**config.mk**
```make
export PLATFORM = sky130hd
export DESIGN_NAME = rr_arb16_dec
export DESIGN_NICKNAME = d
export VERILOG_FILES = /design/src/rtl/arb16_pkg.sv /design/src/rtl/dec4to16_en.sv /design/src/rtl/rr_arb16_dec.sv
export SDC_FILE = /design/constraint.sdc
export NUM_CORES = 1
export LEC_CHECK = 0
export BUFFER_PORTS_ARGS = -buffer_cell sky130_fd_sc_hd__buf_2
export CORE_UTILIZATION = 50
export CTS_BUF_LIST = sky130_fd_sc_hd__clkbuf_2
export CTS_CLUSTER_DIAMETER = 50
export DETAILED_ROUTE_END_ITERATION = 12
export PLACE_DENSITY = 0.7
export SYNTH_ARGS = -nofsm -noshare
export SYNTH_HDL_FRONTEND = slang
export SYNTH_SLANG_ARGS = --single-unit
```
**constraint.sdc**
```tcl
create_clock -name clk -period 4.9 [get_ports clk]
set_input_delay 0.245 -clock clk [delete_from_list [all_inputs] [get_ports clk]]
set_output_delay 0.245 -clock clk [all_outputs]
set_load 0.01 [all_outputs]
```
**src/rtl/arb16_pkg.sv**
```systemverilog
// Shared constants and state encoding for the 16-way round-robin arbiter.
package arb16_pkg;

  localparam int unsigned N_REQ    = 16;
  localparam int unsigned IDX_W    = 4;
  localparam int unsigned MAX_HOLD = 8;
  localparam int unsigned HOLD_W   = $clog2(MAX_HOLD);

  typedef enum logic {
    ST_IDLE  = 1'b0,
    ST_GRANT = 1'b1
  } state_e;

endpackage

```
**src/rtl/dec4to16_en.sv**
```systemverilog
// Enable-gated index-to-one-hot decoder; all-zero output when disabled.
module dec4to16_en
  import arb16_pkg::*;
(
  input  logic [IDX_W-1:0] sel,
  input  logic             en,
  output logic [N_REQ-1:0] out
);

  always_comb begin
    out = '0;
    if (en) out[sel] = 1'b1;
  end

endmodule

```
**src/rtl/rr_arb16_dec.sv**
```systemverilog
// Round-robin arbiter for 16 requesters with hold timeout; grant held until
// done, request withdrawal or timeout, then one idle cycle before the next grant.
module rr_arb16_dec
  import arb16_pkg::*;
(
  input  logic             clk,
  input  logic             rst,
  input  logic [N_REQ-1:0] req,
  input  logic             done,
  output logic [N_REQ-1:0] gnt,
  output logic             gnt_valid,
  output logic [IDX_W-1:0] gnt_idx,
  output logic             timeout
);

  state_e            r_state, w_state_nxt;
  logic [IDX_W-1:0]  r_ptr, w_ptr_nxt;
  logic [IDX_W-1:0]  r_gnt_idx, w_gnt_idx_nxt;
  logic [HOLD_W-1:0] r_hold, w_hold_nxt;
  logic              r_gnt_valid, w_gnt_valid_nxt;
  logic              r_timeout, w_timeout_nxt;
  logic [IDX_W-1:0]  w_pick;
  logic              w_any_req, w_rel_done, w_rel_wd, w_rel_lim, w_release;

  // First set request scanning ptr, ptr+1, ... with natural index wrap.
  function automatic logic [IDX_W-1:0] rr_pick(input logic [N_REQ-1:0] r,
                                               input logic [IDX_W-1:0] p);
    logic [IDX_W-1:0] idx;
    logic [IDX_W-1:0] win;
    win = p;
    for (int k = int'(N_REQ) - 1; k >= 0; k--) begin
      idx = p + IDX_W'(k);
      if (r[idx]) win = idx;
    end
    return win;
  endfunction

  assign w_pick     = rr_pick(req, r_ptr);
  assign w_any_req  = |req;
  assign w_rel_done = done;
  assign w_rel_wd   = ~req[r_gnt_idx];
  assign w_rel_lim  = (r_hold == HOLD_W'(MAX_HOLD - 1));
  assign w_release  = w_rel_done | w_rel_wd | w_rel_lim;

  always_ff @(posedge clk or posedge rst) begin
    if (rst) r_state <= ST_IDLE;
    else     r_state <= w_state_nxt;
  end

  always_comb begin
    w_state_nxt = r_state;
    case (r_state)
      ST_IDLE:  if (w_any_req) w_state_nxt = ST_GRANT;
      ST_GRANT: if (w_release) w_state_nxt = ST_IDLE;
      default:  w_state_nxt = ST_IDLE;
    endcase
  end

  always_comb begin
    w_ptr_nxt       = r_ptr;
    w_gnt_idx_nxt   = r_gnt_idx;
    w_hold_nxt      = r_hold;
    w_gnt_valid_nxt = r_gnt_valid;
    w_timeout_nxt   = 1'b0;
    case (r_state)
      ST_IDLE: begin
        w_gnt_valid_nxt = 1'b0;
        if (w_any_req) begin
          w_gnt_idx_nxt   = w_pick;
          w_gnt_valid_nxt = 1'b1;
          w_hold_nxt      = '0;
        end
      end
      ST_GRANT: begin
        if (w_release) begin
          w_gnt_valid_nxt = 1'b0;
          w_ptr_nxt       = r_gnt_idx + IDX_W'(1);
          // Timeout flagged only when the limit alone forced the release.
          w_timeout_nxt   = w_rel_lim & ~w_rel_done & ~w_rel_wd;
        end else begin
          w_hold_nxt = r_hold + HOLD_W'(1);
        end
      end
      default: w_gnt_valid_nxt = 1'b0;
    endcase
  end

  always_ff @(posedge clk or posedge rst) begin
    if (rst) begin
      r_ptr       <= '0;
      r_gnt_idx   <= '0;
      r_hold      <= '0;
      r_gnt_valid <= 1'b0;
      r_timeout   <= 1'b0;
    end else begin
      r_ptr       <= w_ptr_nxt;
      r_gnt_idx   <= w_gnt_idx_nxt;
      r_hold      <= w_hold_nxt;
      r_gnt_valid <= w_gnt_valid_nxt;
      r_timeout   <= w_timeout_nxt;
    end
  end

  dec4to16_en u_dec (
    .sel (r_gnt_idx),
    .en  (r_gnt_valid),
    .out (gnt)
  );

  assign gnt_valid = r_gnt_valid;
  assign gnt_idx   = r_gnt_idx;
  assign timeout   = r_timeout;

endmodule
```
==> metrics.yaml <==
io_buffers: 40
ys_top_cells_by_area: "mux4_2 (22%), dfrtp_1 (10%), mux2i_1 (8.6%), ha_1 (4.8%), mux4_1 (3.9%)"
wirelength_mm: 9.81
finClkSkew_ns: 0.00104
rows: 29
ys.flop_type: "dfrtp_1"
period_needed_ns: 3.66
yosysMostFrequentCell: "mux4_2"
finalSetupViolations: 0
clk_pin_slew_ns: 0.14
post-route-period-util: 0.746
slew_violations: 0
syn_avg_cell_area_um2: 9.28
drt_iter0_markers: 329
grt_use_total: 0.288
synth_common_cells: "mux4_2 (33), mux2i_1 (29), nor2_1 (26)"
grt_pass1_wl_mm: 16.1
synth-seq-area-share: 0.104
synthArstFlopShare: 1.00
die_h_um: 84.1
gp_routability_congestion: 0.947
drive_gt1_frac: 0.266
max_stage_delay_ns: 0.58
cts_tree: "done"
clockRootBuffer: "clkbuf_2"
critPathKind: "register to register"
rsz0062_at_grt: "no"
endpoint_kind: "register"
via_per_inst: 6.99
min_path_type: "primary input to register"
crit_chain: "clkinv_1 > ha_1 > buf_4 > mux4_2 > mux2i_1 > mux2_2 > o311ai_1 > and3_1 > or3_1 > mux2_2 > o211ai_2"
synth_top_cell_area_share: 0.221
die_x_um: 84.1
clock-sinks: 14
worstPathRequired_ns: 5.11
start_kind: "register"
coreArea_um2: 6420
ios: 41
synth_fp_nets: 395
max_freq_mhz: 273
hpwl_mm: 7.21
synth-edff-count: 0
grt_max_degree: 31
slew_headroom: 0.452
netlist_instances: 363
grt_overflow: 0
outcome: "complete, no violations"
antenna_found_initial: 0
clk-insertion-delay-late_ns: 0.28
critPathMaxFanout: 18
worstPathArrival_ns: 3.87
cts_resized: 0
vias: 3244
dieArea_um2: 7070
dr.pass1.iters: 5
initial_core_util: 0.525
drcViolationCount: 0
antenna_cells: 0
cap_violations: 0
ant_nets: 0
ys_warn_count: 0
worst_slew_pin_slew_ns: 0.822
nets: 420
synth-seq-cells: 14
synth_cell_type_count: 69
cp_slowest_cell: "mux4_2"
cts_max_level: 1
synth_largest_area_cell: "mux4_2"
cts_buffers: 3
area_growth_pct: 6.65
grt_pass1_vias: 3122
cpMostUsedCell: "mux2_2"
syn_area_um2: 3370
clockBufferDepth: 2
wire_per_inst_um: 21.2
hold_viol: 0
fin_setup_tns_ns: 0
state kept, by name, indices dropped and copies added (netlist names):
register	flops
gnt_idx	4
r_hold	3
r_ptr	4
r_state	1
timeout	1
gnt_valid	1
cell type report:
type / instances / area [µm²]
Sequential cell: 14 / 350
Clock buffer: 3 / 15.0
Timing Repair Buffer: 46 / 248
Tap cell: 77 / 96.3
Multi-Input combinational cell: 306 / 2820
Inverter: 17 / 63.8
Fill cell: 579 / 2830
Clock inverter: 1 / 3.75
worst max-delay path: cells and delay by family (launching register included):
kind                       cells  cell delay, ns
AOI/OAI and AO/OA              2            0.17
adders and majority gates      1            0.42
buffers and inverters          2            0.57
DFF                            1            0.37
muxes                          4            1.53
and+or+nand+nor                2            0.51
path summary, 6_finish.rpt:
kind                       startpoint          to  slack (ns)  cells past startpoint
hold reg to reg             r_hold[0]   r_hold[0]        0.51                      1
setup reg to reg             r_ptr[1]  gnt_idx[0]        1.24                     11
max in group asynchronous         rst    r_ptr[2]        4.00                      3
min in group asynchronous         rst   r_hold[2]        0.53                      3
hold / removal                   done     timeout        0.13                      2
setup / recovery             r_ptr[1]  gnt_idx[0]        1.24                     11
layer usage:
layer  vias up  track usage  part of all wire
met1      1571        0.399              0.42
met2       184        0.465              0.47
li1       1468            -                 -
met5         -            0                 0
met3        21       0.0475             0.094
met4         0       0.0815             0.018
what timing repair did:
item | in CTS | in global routing
setup buffers | 0 | 0
hold buffers | 1 | 0
hold endpoints to repair | 8 | 0
stage by stage:
step	cell area [µm²]	utilization	setup WS (ns)	instances	hold slack, ns
floorplan	3370	-	1.29	363	0.134
global placement	3560	0.555	1.38	459	0.317
global route	3590	0.560	1.03	464	0.106
detailed placement	3560	0.555	1.33	459	0.330
finish	3590	0.560	1.24	464	0.131
CTS	3590	0.560	1.28	464	0.108
cells by family (layout without fill, tap and decap cells):
group	after synthesis	after routing	synth area share
AOI/OAI and AO/OA	83	83	0.174
DFF	14	14	0.104
and+or+nand+nor	116	116	0.177
muxes	80	80	0.394
buffers and inverters	43	67	0.0602
adders and majority gates	13	13	0.0483
xor gates and xnor gates	14	14	0.0431
cells in the final DEF (no fill, tap or decap), types with 6 or more instances in the layout:
cell       n
xnor2_1    6
buf_2     40
nor3_1     7
and2_1    17
dfrtp_1   14
nand3_1   12
nand2_1   23
o21ai_0   16
mux2i_1   29
ha_1      13
nor2_1    26
nand2b_1   6
mux2_2    11
a21oi_1   12
inv_1     15
mux4_2    33
Power is left out: the tool's default activity adds up to more than one toggle a clock period on the data nets, which glitch-free logic cannot reach.
